**src/rtl/uart_pkg.sv**
```systemverilog
// Shared UART definitions: default bit timing, 8N1 frame constants, TX FSM states.
// Latency: n/a (declarations only).
// Backpressure: n/a.
package uart_pkg;

    // 50 MHz system clock / 115200 baud
    localparam int CLKS_PER_BIT_DEFAULT = 434;

    localparam int   DATA_BITS = 8;
    localparam logic START_BIT = 1'b0;
    localparam logic STOP_BIT  = 1'b1;

    typedef enum logic [1:0] {
        IDLE,
        START,
        DATA,
        STOP
    } tx_state_t;

endpackage

```
**src/rtl/uart_tx_if.sv**
```systemverilog
// Byte-write side of the UART transmitter plus its status and serial line.
// Latency: n/a (wires only).
// Backpressure: writer must hold off while full=1; a write against full is dropped and flagged by ovf.
interface uart_tx_if;

    logic [uart_pkg::DATA_BITS-1:0] data;
    logic                           we;
    logic                           full;
    logic                           ovf;
    logic                           busy;
    logic                           uart;

    modport master (
        output data,
        output we,
        input  full,
        input  ovf,
        input  busy,
        input  uart
    );

    modport slave (
        input  data,
        input  we,
        output full,
        output ovf,
        output busy,
        output uart
    );

endinterface

```
**src/rtl/uart_baud_tick.sv**
```systemverilog
// Bit-period timer: 16-bit down-counter, tick while it sits at zero.
// Latency: first tick CLKS_PER_BIT-1 cycles after the cycle following restart; then every CLKS_PER_BIT cycles.
// Backpressure: none; free-running, restart realigns it to a bit boundary.
module uart_baud_tick
    import uart_pkg::*;
#(
    parameter int CLKS_PER_BIT = CLKS_PER_BIT_DEFAULT
) (
    input  logic clk,
    input  logic rst,
    input  logic restart,
    output logic tick
);

    localparam logic [15:0] RELOAD = 16'(CLKS_PER_BIT - 1);

    logic [15:0] cnt;

    // Reload at each bit start (explicit restart or end of the previous period), otherwise count down.
    always_ff @(posedge clk or negedge rst) begin
        if (!rst) begin
            cnt <= '0;
        end else if (restart || (cnt == 16'd0)) begin
            cnt <= RELOAD;
        end else begin
            cnt <= cnt - 16'd1;
        end
    end

    assign tick = (cnt == 16'd0);

endmodule

```
**src/rtl/uart_tx.sv**
```systemverilog
// 8N1 UART transmitter with a small byte FIFO in front of the shift register.
// Latency: byte written in cycle N (FIFO empty, idle) shows its start bit on the line from the edge ending cycle N+2.
// Backpressure: full=1 when FIFO_DEPTH bytes are queued; writes during full are dropped with a one-cycle ovf.
module uart_tx
    import uart_pkg::*;
#(
    parameter int CLKS_PER_BIT = CLKS_PER_BIT_DEFAULT,
    parameter int FIFO_DEPTH   = 4
) (
    input  logic      clk,
    input  logic      rst,
    uart_tx_if.slave  bus
);

    localparam int AW = $clog2(FIFO_DEPTH);

    // FIFO storage and pointers; the extra pointer MSB tells full from empty.
    logic [DATA_BITS-1:0] mem [FIFO_DEPTH];
    logic [AW:0]          wr_ptr;
    logic [AW:0]          rd_ptr;
    logic                 empty;
    logic                 full;
    logic                 push;
    logic                 pop;

    tx_state_t            state;
    logic [DATA_BITS-1:0] shreg;
    logic [2:0]           bit_cnt;
    logic                 uart_q;
    logic                 tick;

    assign empty = (wr_ptr == rd_ptr);
    assign full  = (wr_ptr[AW] != rd_ptr[AW]) && (wr_ptr[AW-1:0] == rd_ptr[AW-1:0]);

    // full is judged on pre-edge state, so a write racing a pop against a full FIFO still loses.
    assign push = bus.we && !full;

    // The FIFO is only drained when a new frame begins: from idle, or straight out of a finished stop bit.
    assign pop  = !empty && ((state == IDLE) || ((state == STOP) && tick));

    uart_baud_tick #(
        .CLKS_PER_BIT (CLKS_PER_BIT)
    ) u_baud_tick (
        .clk     (clk),
        .rst     (rst),
        .restart (pop),
        .tick    (tick)
    );

    // Byte storage; contents need no reset because the pointers define validity.
    always_ff @(posedge clk) begin
        if (push) begin
            mem[wr_ptr[AW-1:0]] <= bus.data;
        end
    end

    // FIFO pointers, wrapping modulo 2*FIFO_DEPTH.
    always_ff @(posedge clk or negedge rst) begin
        if (!rst) begin
            wr_ptr <= '0;
            rd_ptr <= '0;
        end else begin
            if (push) begin
                wr_ptr <= wr_ptr + 1'b1;
            end
            if (pop) begin
                rd_ptr <= rd_ptr + 1'b1;
            end
        end
    end

    // Frame sequencer; the line flop follows the state one cycle behind so every bit keeps its full width.
    always_ff @(posedge clk or negedge rst) begin
        if (!rst) begin
            state   <= IDLE;
            shreg   <= '0;
            bit_cnt <= '0;
            uart_q  <= STOP_BIT;
        end else begin
            unique case (state)
                START:   uart_q <= START_BIT;
                DATA:    uart_q <= shreg[0];
                default: uart_q <= STOP_BIT;
            endcase

            unique case (state)
                IDLE: begin
                    if (pop) begin
                        shreg <= mem[rd_ptr[AW-1:0]];
                        state <= START;
                    end
                end
                START: begin
                    if (tick) begin
                        state <= DATA;
                    end
                end
                DATA: begin
                    if (tick) begin
                        shreg   <= {1'b0, shreg[DATA_BITS-1:1]};
                        bit_cnt <= bit_cnt + 3'd1;
                        if (bit_cnt == 3'(DATA_BITS - 1)) begin
                            state <= STOP;
                        end
                    end
                end
                STOP: begin
                    if (tick) begin
                        if (pop) begin
                            shreg <= mem[rd_ptr[AW-1:0]];
                            state <= START;
                        end else begin
                            state <= IDLE;
                        end
                    end
                end
                default: state <= IDLE;
            endcase
        end
    end

    assign bus.full = full;
    assign bus.ovf  = bus.we && full;
    assign bus.busy = (state != IDLE) || !empty;
    assign bus.uart = uart_q;

endmodule

```
**src/flat_wrapper.sv**
```systemverilog
// flat-port wrapper written by rule: the top's interface ports become plain ports
module uart_tx_flat import uart_pkg::*;
#(
    parameter int CLKS_PER_BIT = CLKS_PER_BIT_DEFAULT,
    parameter int FIFO_DEPTH   = 4
)
  (clk, rst, bus_data, bus_we, bus_full, bus_ovf, bus_busy, bus_uart);
  uart_tx_if bus_i ();
  input  logic clk;
  input  logic rst;
  input wire logic [$bits(bus_i.data)-1:0] bus_data;
  input wire logic [$bits(bus_i.we)-1:0] bus_we;
  output wire logic [$bits(bus_i.full)-1:0] bus_full;
  output wire logic [$bits(bus_i.ovf)-1:0] bus_ovf;
  output wire logic [$bits(bus_i.busy)-1:0] bus_busy;
  output wire logic [$bits(bus_i.uart)-1:0] bus_uart;
  assign bus_i.data = bus_data;
  assign bus_i.we = bus_we;
  assign bus_full = bus_i.full;
  assign bus_ovf = bus_i.ovf;
  assign bus_busy = bus_i.busy;
  assign bus_uart = bus_i.uart;
  uart_tx #(.CLKS_PER_BIT(CLKS_PER_BIT), .FIFO_DEPTH(FIFO_DEPTH)) u_core (.clk(clk), .rst(rst), .bus(bus_i));
endmodule
```
**config.mk**
```make
export PLATFORM = sky130hd
export DESIGN_NAME = uart_tx_flat
export DESIGN_NICKNAME = d
export VERILOG_FILES = /design/src/rtl/uart_pkg.sv /design/src/rtl/uart_tx_if.sv /design/src/rtl/uart_baud_tick.sv /design/src/rtl/uart_tx.sv /design/src/flat_wrapper.sv
export SDC_FILE = /design/constraint.sdc
export NUM_CORES = 1
export LEC_CHECK = 0
export BUFFER_PORTS_ARGS = -buffer_cell sky130_fd_sc_hd__buf_4
export CAP_MARGIN = 20
export CELL_PAD_IN_SITES_DETAIL_PLACEMENT = 0
export CELL_PAD_IN_SITES_GLOBAL_PLACEMENT = 1
export CORE_MARGIN = 2
export CORE_UTILIZATION = 55
export DETAILED_ROUTE_END_ITERATION = 6
export PLACE_DENSITY = 0.9
export SYNTH_ARGS = -nofsm -noshare
export SYNTH_HDL_FRONTEND = slang
export SYNTH_SLANG_ARGS = --single-unit
```
**constraint.sdc**
```tcl
create_clock -name clk -period 3.2 [get_ports clk]
set_input_delay 0.64 -clock clk [delete_from_list [all_inputs] [get_ports clk]]
set_output_delay 0.64 -clock clk [all_outputs]
set_load 0.005 [all_outputs]
```
== Word level (Yosys, flattened, before mapping) ==
Memories as Yosys holds them, arrays and structs flattened.
Cells that the tools add are included.

* Div/mod/pow operators: 0
* Shift-type cells: 0
* Magnitude comparators: 0
* Bitwise logic cells: 0
* Muxes and demuxes: 15
* Eq/ne operators: 12
* Multiply operators: 0
* Reduce and logical (&&, ||, !) cells: 17
* $add $sub $neg: 4

{| class="wikitable"
|+ Operators by type and width
! cell !! number
|-
| 8-bit two-way mux || 3
|-
| 8-bit case mux with 3 select lines || 1
|-
| 16-bit zero test || 1
|-
| 16-bit two-way mux || 1
|-
| 16-bit by 1-bit subtractor with 16-bit output (second input constant) || 1
|-
| 2-bit two-way mux || 5
|-
| 3-bit by 1-bit adder with 3-bit output (second input constant) || 3
|-
| 2-bit by 1-bit != test with 1-bit output (second input constant) || 4
|-
| 2-bit case mux with 4 select lines || 1
|-
| 1-bit logical AND || 5
|-
| 5-bit AND reduction || 1
|-
| 2-bit == test (second input constant) || 2
|-
| 3-bit == test || 1
|-
| 3-bit == test (second input constant) || 1
|-
| 1-bit logical OR || 3
|-
| 1-bit two-way mux || 3
|-
| 3-bit AND reduction || 1
|-
| 3-bit nonzero test || 1
|-
| 2-bit by 1-bit == test with 1-bit output (second input constant) || 1
|-
| 2-bit == test || 1
|-
| 1-bit zero test || 2
|-
| 2-bit zero test || 1
|-
| 2-bit != test (second input constant) || 1
|-
| 1-bit case mux with 2 select lines || 1
|-
| 3 further kinds || 3
|}

* Input port bits: 11
* Bits in read-only memories: 0
* Output and inout port bits: 4
* RAM bits: 32
* Register bits: 36
* Memories kept: 1
* Logic and storage cells: 56
* Bits in latches: 0

{| class="wikitable"
|+ Memory list
! name !! words !! bits a word !! rd ports !! clocked after Yosys merged registers in !! wr ports !! line !! text
|-
| u_core.mem || 4 || 8 || 1 || 0 || 1 || uart_tx.sv:18 || <nowiki>logic [DATA_BITS-1:0] mem [FIFO_DEPTH];</nowiki>
|}

== Longest topological paths before layout ==
Gate-level depths: netlist of run 1.

* Depth in word-level cells: 7
* Gate-level depth with buffers: 9
* Mapped depth without buffers: 7

== Modules after synthesis ==
Synthesis of run 1 repeated with hierarchy kept, for this count alone.

* Cell total of the unflattened synthesis: 220
* Area total of the unflattened synthesis: 3,176.8 um2

{| class="wikitable"
|+ Modules (own cells, without submodules)
! module !! seq. area each (um2) !! area each (um2) !! instances !! cells each
|-
| uart_tx || 1,462.7 || 2,353.5 || 1 || 140
|-
| uart_baud_tick || 400.4 || 823.3 || 1 || 80
|}

== Worst setup path before layout of run 1 ==
Ideal clock, no wire load.

* Path kind: reg-to-reg
* Start point: reg u_core.state[0]
* End point: reg u_core.shreg[0]
* Setup slack: 1,158 ps
* Library setup time: 125 ps
* Clock period less this slack: 2,042 ps
* Data required time: 3,075 ps
* Stages on the path, launching flop included: 9
* Buffers on the path: 1
* Arrival: 1,917 ps
* Cells stage by stage: dfrtp_1 inv_1 ha_1 or3_1 a311oi_1 a31oi_1 o31a_1 buf_6 mux2_4

* Longest elaborated chain between the ends: 7
* Elaborated cells on any way between the ends: 13
* Classes of those cells: 4 x eq/ne; 3 x mux; 6 x reduce/logical

{| class="wikitable"
|+ Ends and longest elaborated chain
! what !! line !! text
|-
| from (decl) || uart_tx.sv:26 || <nowiki>tx_state_t state;</nowiki>
|-
| from (signal assigned) || uart_tx.sv:75 || <nowiki>state <= IDLE;</nowiki>
|-
| from (signal assigned) || uart_tx.sv:90 || <nowiki>state <= START;</nowiki>
|-
| from (signal assigned) || uart_tx.sv:95 || <nowiki>state <= DATA;</nowiki>
|-
| 2-bit == test || uart_tx.sv:39, uart_tx.sv:86 ||
|-
| 1-bit logical AND || uart_tx.sv:39 || <nowiki>assign pop = !empty && ((state == IDLE) || ((state == STOP) && tick));</nowiki>
|-
| 1-bit logical OR || uart_tx.sv:39 ||
|-
| 1-bit logical AND || uart_tx.sv:39 ||
|-
| 8-bit two-way mux (2 in series) || n/a ||
|-
| 8-bit case mux with 3 select lines || uart_tx.sv:86 || <nowiki>unique case (state)</nowiki>
|-
| to (signal assigned) || uart_tx.sv:89 || <nowiki>shreg <= mem[rd_ptr[AW-1:0]];</nowiki>
|-
| to (signal assigned) || uart_tx.sv:100 || <nowiki>shreg <= {1'b0, shreg[DATA_BITS-1:1]};</nowiki>
|-
| to (signal assigned) || uart_tx.sv:110 || <nowiki>shreg <= mem[rd_ptr[AW-1:0]];</nowiki>
|-
| to (decl) || uart_tx.sv:27 || <nowiki>logic [DATA_BITS-1:0] shreg;</nowiki>
|}

Parallel ways exist; a longest one is shown, timed or not. The select of a mux whose other input is x is not followed.
A chain may end at the register's enable or synchronous reset.

== Final worst setup path of run 1 ==
* Start point: reg u_core.rd_ptr[0]
* End point: out bus_ovf

* Longest elaborated chain between the ends: 3

{| class="wikitable"
|+ Ends and longest elaborated chain
! what !! line !! text
|-
| from (decl) || uart_tx.sv:20 || <nowiki>logic [AW:0] rd_ptr;</nowiki>
|-
| from (signal assigned) || uart_tx.sv:67 || <nowiki>rd_ptr <= rd_ptr + 1'b1;</nowiki>
|-
| 2-bit == test || uart_tx.sv:33 || <nowiki>assign full = (wr_ptr[AW] != rd_ptr[AW]) && (wr_ptr[AW-1:0] == rd_ptr[AW-1:0]);</nowiki>
|-
| 1-bit logical AND || uart_tx.sv:33 ||
|-
| 1-bit logical AND || uart_tx.sv:123 || <nowiki>assign bus.ovf = bus.we && full;</nowiki>
|-
| to (decl) || flat_wrapper.sv:14 || <nowiki>output wire logic [$bits(bus_i.ovf)-1:0] bus_ovf;</nowiki>
|}

Every way passes these cells.

==> summary.md, run 1 <==
| Metric | Value |
|---|---|
| Status | finished clean |
| Crit-path slowest cell | dfrtp_1 |
| Crit-path leading delay family | flip-flops |
| Multiplexer area fraction after synthesis | 0.131 |
| IO buf count | 14 |
| Crit path DAT | 1930 ps |
| Post-CTS sizing | 0 |
| Most frequent cells in the layout | dfrtp_1, edfxtp_1, nand2_1, xnor2_1, buf_4 |
| Post-synthesis compound-gate area fraction | 0.0313 |
| Sequential share of the synthesized area | 0.590 |
| Setup bufs post-CTS | 0 |
| Post-route antenna net violation count | 0 |
| Adder-cell share of the synthesized area | 0.0555 |
| Async S/R FF share, synth | 0.529 |
| Initial antenna violation count | 0 |
| Most common cell after layout, fill and taps aside | dfrtp_1 |
| Unrepaired setup endpoints after global routing | no |
| Largest net degree at the start of global routing | 37 |
| TritonCTS clock tree | done |
| Xor and xnor area share after synthesis | 0.0555 |
| Placed cell count | 301 |
| Clk slew on worst S/H paths | 80 ps |
| Crit path cell chain | xnor2_1 -> nand2_1 -> nor2_1 -> and2_1 -> buf_4 |
| # DRC | 0 |
| Max Clock Freq | 390 MHz |
| Ratio of cells with drive above 1 in the final layout | 0.269 |
| Biggest cell delay along the critical path | 610 ps |
| Max-slew violation count | 0 |
| Number of global-route vias before repair | 1,755 |
| Simple-Gate Fraction of Synth Area | 0.111 |
| Vias per inst | 5.40 |
| Slew @ Worst Pin | 619 ps |
| Power density cells | 581 nW/µm² |
| Total iterations of the first detailed-routing run | 4 |
| Setup violators final | 0 |
| Core area | 5540 µm² |
| Rows | 27 |
| Nets | 265 |
| Tcrit/Tclk final | 0.802 |
| P&R area growth vs syn | 11.4% |
| Clk Latency, worst-skew pair | 350 ps |
| Leakage | 1.43 nW |
| IO Pins | 15 |
| CTS Sinks | 68 |
| DP Area | 3310 µm² |
| Worst reg-to-reg setup slack | 770 ps |
| Clock buffer depth | 2 |
| GRT Util Overall | 0.179 |
| Initial drt markers | 125 |
| Final wirelength | 4.94 mm |
| Routed WL per cell | 15.6 µm |
| Clk root buf | clkbuf_8 |
| Startpoint types | flop |
| Initial Util | 0.570 |
| WP buf/inv | 1 |
| First-pass GRT wire length | 8.36 mm |
| Max Cap Viol | 0 |
| Final Hold Vio Count | 0 |
| Min Tclk post-route | 2570 ps |
| Setup tns final | 0 ps |
| Number of synthesized flops with an enable pin | 32 |
| Die ar. | 6360 µm² |
| Synth Instances | 220 |
| Fin cells | 317 |
| Synth Net Count | 245 |
| # diodes | 0 |
| Synth Warn # | 0 |
| Synth Register Bits | 68 |
| Routability Congestion | 0.714 |
| Post-route cell area | 3520 µm² |
| DR vias | 1,712 |
| Main combinational cell family by area after synthesis | multiplexers |
| Chip width | 79.8 µm |
| Critical path peak fanout | 11 |
| Cts-stage hold buffer count | 0 |
| Detailed Place HPWL | 3.43 mm |
| Clk_skew | 12.5 ps |
| Vert. Die Dim | 79.8 µm |
| Peak VDD IR | 460 µV |
| Overflow after GRT | 0 |
| Worst Path Required | 2560 ps |
| Ys flop type | dfrtp_1 |
| Hold crit path type | input port to async pin |
| Kind of critical path | flop to output port |
| Worst setup EP type | output port |
| Mean Syn Cell Area | 14.3 µm² |
| CTS H-tree lvls | 3 |
| Synthesized cell area | 3160 µm² |
| Max_slew headroom | 0.587 |
| WHS | 233 ps |
| Unique masters post-synth | 40 |
| CTS Buf Count | 9 |
==> power breakdown <==
group	switching [mW]	internal, mW	leakage (nW)	total (mW)
Combinational	0.150	0.107	0.593	0.258
Clock	0.353	0.370	0.0973	0.723
Sequential	0.0382	1.02	0.742	1.06
Total	0.541	1.50	1.43	2.04
==> through the flow <==
stage	worst slack (ps)	utilization	power [mW]
after detailed placement	791	0.598	1.34
after global placement	871	0.598	1.33
final	633	0.635	2.04
after CTS	586	0.635	2.06
after floorplan	1160	-	1.25
after global routing	404	0.635	2.14
==> flip-flops by register name, indices dropped and copies added, names as in the netlist <==
name	count
u_core.bit_cnt	3
u_core.bus.uart	1
u_core.mem	32
u_core.rd_ptr	3
u_core.shreg	8
u_core.state	2
u_core.u_baud_tick.cnt	16
u_core.wr_ptr	3
==> area by class of cell <==
cell class / instances / area [µm²]
multi-input combinational: 137 / 1210
inverter: 9 / 33.8
clock inverter: 7 / 80.1
sequential: 68 / 1860
clock buffer: 9 / 124
tap: 72 / 90.1
timing repair buffer: 15 / 113
fill: 432 / 2020
==> synth_stat cells (all sizes together), types with 3 or more instances <==
library cell   n  share of area
mux2          18          0.074
nor3           5         0.0079
xor2           5          0.014
nand2         15          0.018
xnor2         15          0.042
ha            14          0.055
inv            9          0.011
nor4           5          0.019
a21oi          4         0.0063
nor2          16          0.021
edfxtp        32           0.30
buf            5          0.013
nand3          3         0.0048
or3            5          0.012
and2           5         0.0099
o21ai          6         0.0095
mux4           8          0.057
dfrtp         35           0.28
==> path summary, 6_finish.rpt <==
| check | end | depth (start not counted) | from |
|---|---|---|---|
| setup / recovery | bus_ovf | 5 | u_core.rd_ptr[0] |
| hold / removal | u_core.u_baud_tick.cnt[8] | 1 | rst |
| setup reg to reg | u_core.shreg[6] | 7 | u_core.state[0] |
| hold reg to reg | u_core.u_baud_tick.cnt[0] | 1 | u_core.u_baud_tick.cnt[0] |
| max in group asynchronous | u_core.bus.uart | 1 | rst |
| min in group clk | u_core.u_baud_tick.cnt[0] | 1 | u_core.u_baud_tick.cnt[0] |
==> layer usage <==
metal / share of wire / track usage / vias to the layer above
li1: - / - / 831
met1: 0.47 / 0.241 / 845
met2: 0.48 / 0.271 / 28
met3: 0.038 / 0.0543 / 8
met4: 0.017 / 0.0763 / 0
met5: 0 / 0 / -
==> worst reg2reg max path: cells and delay by family (launching register included) <==
kind	cells	cell delay, ps
AOI/OAI and AO/OA	3	630
adders and majority gates	1	380
buffers and inverters	1	110
DFF	1	390
muxes	1	360
and+or+nand+nor	1	450
==> cells by family (layout without fill, tap and decap cells) <==
group / after synthesis / in the layout
AO/OA/AOI/OAI: 16 / 16
XOR/XNOR: 20 / 20
adder cells (fa/ha/maj): 14 / 14
buffers and inverters: 15 / 40
flip-flops: 68 / 68
multiplexers: 26 / 26
AND/OR/NAND/NOR: 61 / 61
Note: power is estimated with default switching activity, not from simulation.
==> run 2, diff against run 1 <==
--- a/config.mk
+++ b/config.mk
@@ -10,9 +10,9 @@
 export CELL_PAD_IN_SITES_DETAIL_PLACEMENT = 0
 export CELL_PAD_IN_SITES_GLOBAL_PLACEMENT = 1
 export CORE_MARGIN = 2
-export CORE_UTILIZATION = 55
+export CORE_UTILIZATION = 46
 export DETAILED_ROUTE_END_ITERATION = 6
-export PLACE_DENSITY = 0.9
+export PLACE_DENSITY = 0.81
 export SYNTH_ARGS = -nofsm -noshare
 export SYNTH_HDL_FRONTEND = slang
 export SYNTH_SLANG_ARGS = --single-unit
==> constraint.sdc (replaced) <==
create_clock -name clk -period 2.2 [get_ports clk]
set_input_delay 0.44 -clock clk [delete_from_list [all_inputs] [get_ports clk]]
set_output_delay 0.44 -clock clk [all_outputs]
set_load 0.005 [all_outputs]
==> summary.md, run 2 (synthesis gave the netlist of run 1 again) <==
| Metric | Value |
|---|---|
| Vert. Die Dim | 86.8 µm (+8.9%) |
| Largest net degree at the start of global routing | 37 (unchanged) |
| Clk Latency, worst-skew pair | 350 ps (about the same) |
| Overflow after GRT | 0 (unchanged) |
| Crit path cell chain | inv_1 -> ha_1 -> nor4b_2 -> and4_1 -> nand2_1 -> o31a_2 -> mux2_4 |
| Initial antenna violation count | 0 (unchanged) |
| Crit-path leading delay family | simple AND/OR/NAND/NOR gates |
| Setup tns final | 0 ps (unchanged) |
| Routability Congestion | 0.744 (+4.2%) |
| Vias per inst | 5.25 (-2.9%) |
| Initial Util | 0.470 (-0.100) |
| Reported net switching power | 0.790 mW (+46%) |
| Clock buffer depth | 2 (unchanged) |
| GRT Util Overall | 0.154 (-0.0248) |
| Unrepaired setup endpoints after global routing | no |
| IO buf count | 14 (unchanged) |
| Kind of critical path | flop to flop |
| Nets | 277 (+4.5%) |
| Max Cap Viol | 0 (unchanged) |
| Placed cell count | 321 (+6.6%) |
| Core area | 6720 µm² (+21%) |
| WP buf/inv | 1 (unchanged) |
| Post-route antenna net violation count | 0 (unchanged) |
| Max_slew headroom | 0.679 (+0.0922) |
| Leakage | 1.50 nW (+5.0%) |
| Worst setup EP type | flop |
| Chip width | 86.8 µm (+8.9%) |
| Cts-stage hold buffer count | 0 (unchanged) |
| Clk root buf | clkbuf_8 |
| Crit path DAT | 2330 ps (+400 ps) |
| Total iterations of the first detailed-routing run | 4 (unchanged) |
| IO Pins | 15 (unchanged) |
| # DRC | 0 (unchanged) |
| Sw frac | 0.265 (about the same) |
| TritonCTS clock tree | done |
| Seq pwr share | 0.518 (-0.002) |
| Crit-path slowest cell | o31a_2 |
| Slew @ Worst Pin | 481 ps (-138 ps) |
| Power Internal | 2.19 mW (+46%) |
| CTS Sinks | 68 (unchanged) |
| Clk_skew | 8.25 ps (-4.27 ps) |
| WHS | 38.2 ps (-195 ps) |
| Final Hold Vio Count | 0 (unchanged) |
| Startpoint types | flop |
| Rows | 30 (+11%) |
| Min Tclk post-route | 2090 ps |
| Most common cell after layout, fill and taps aside | dfrtp_1 |
| Largest register FFs | 32 (unchanged) |
| Clk pwr share | 0.356 (+0.002) |
| Final wirelength | 4.94 mm (about the same) |
| DP Worst Slack | 18.1 ps (-773 ps) |
| Final Worst Setup Slack | 106 ps (-527 ps) |
| Die ar. | 7540 µm² (+19%) |
| Most frequent cells in the layout | dfrtp_1, edfxtp_1, buf_4 |
| Comb pwr share | 0.126 (about the same) |
| Status | finished clean |
| CTS H-tree lvls | 3 (unchanged) |
| Number of global-route vias before repair | 1,830 (+4.3%) |
| Routed WL per cell | 14.7 µm (-5.9%) |
| Fill cell count | 539 (+25%) |
| Critical path peak fanout | 8 (-3) |
| Max-slew violation count | 0 (unchanged) |
| # diodes | 0 (unchanged) |
| Initial drt markers | 102 (-18%) |
| Detailed Place HPWL | 3.42 mm (-0.28%) |
| Worst Path Required | 2440 ps (-120 ps) |
| Max Clock Freq | 477 MHz |
| CTS Buf Count | 9 (unchanged) |
| P&R area growth vs syn | 15.3% |
| Power density cells | 819 nW/µm² (+41%) |
| First-pass GRT wire length | 8.71 mm (+4.2%) |
| Fin cells | 337 (+6.3%) |
| Setup violators final | 0 (unchanged) |
| Ratio of cells with drive above 1 in the final layout | 0.319 (+0.0497) |
| Tcrit/Tclk final | 0.952 |
| Setup bufs post-CTS | 0 (unchanged) |
| Biggest cell delay along the critical path | 400 ps (-210 ps) |
| Peak VDD IR | 597 µV (+30%) |
| DR vias | 1,768 (+3.3%) |
| Total power | 2.98 mW (+46%) |
| Hold crit path type | input port to async pin |
| Clk slew on worst S/H paths | 80 ps (about the same) |
[run 2: changes by cell type in the layout (fill, tap and decap cells not counted), sizes merged]
cell / before / now
buf: 15 / 27
clkinv: 0 / 1
clkinvlp: 2 / 1
[run 2: repair_timing]
action / CTS / global route
endpoints found under the setup margin: 8 / 10
pin swaps: 0 / 1
resized for setup: 1 / 3
cloned: 0 / 0
[run 2: path summary, 6_finish.rpt]
kind                                                   to                 startpoint  cells past startpoint  slack (ps)
worst max-delay path                      u_core.shreg[7]  u_core.u_baud_tick.cnt[0]                      7         110
worst min-delay path                      u_core.state[0]                        rst                      1          40
worst max register to register            u_core.shreg[7]  u_core.u_baud_tick.cnt[0]                      7         110
worst min register to register  u_core.u_baud_tick.cnt[0]  u_core.u_baud_tick.cnt[0]                      1         460
max in group asynchronous                 u_core.bus.uart                        rst                      1        1820
min in group clk                         u_core.mem[1][5]                bus_data[5]                      1         280
[run 2: power groups by stage]
stage	Sequential (mW)	Combinational [mW]	Clock, mW
final	1.54	0.375	1.06
after global routing	1.56	0.422	1.15
after CTS	1.54	0.374	1.09
after detailed placement	1.57	0.373	0
after global placement	1.57	0.370	0
after floorplan	1.55	0.258	0
[run 2: layout make-up]
cell class              count  area [µm²]  area share
well taps                  80         100      0.0275
clock inverters             7        81.3      0.0223
clock buffers               9         124      0.0340
multi-input cells         137        1230       0.339
flip-flops and latches     68        1860       0.512
inverters                   9        33.8     0.00928
repair buffers             27         203      0.0557
[run 2: stage by stage]
step | area, µm² | util
final | 3640 | 0.542
after global routing | 3640 | 0.542
after CTS | 3620 | 0.539
after detailed placement | 3410 | 0.508
after global placement | 3410 | 0.508
after floorplan | 3160 | -
[run 2: routing by layer]
| metal | share of wire | global-route usage | wire [µm] |
|---|---|---|---|
| met5 | 0 | 0 | 0 |
| met4 | 0.011 | 0.0469 | 53 |
| met2 | 0.49 | 0.242 | 2430 |
| met1 | 0.46 | 0.196 | 2260 |
| met3 | 0.041 | 0.0629 | 201 |
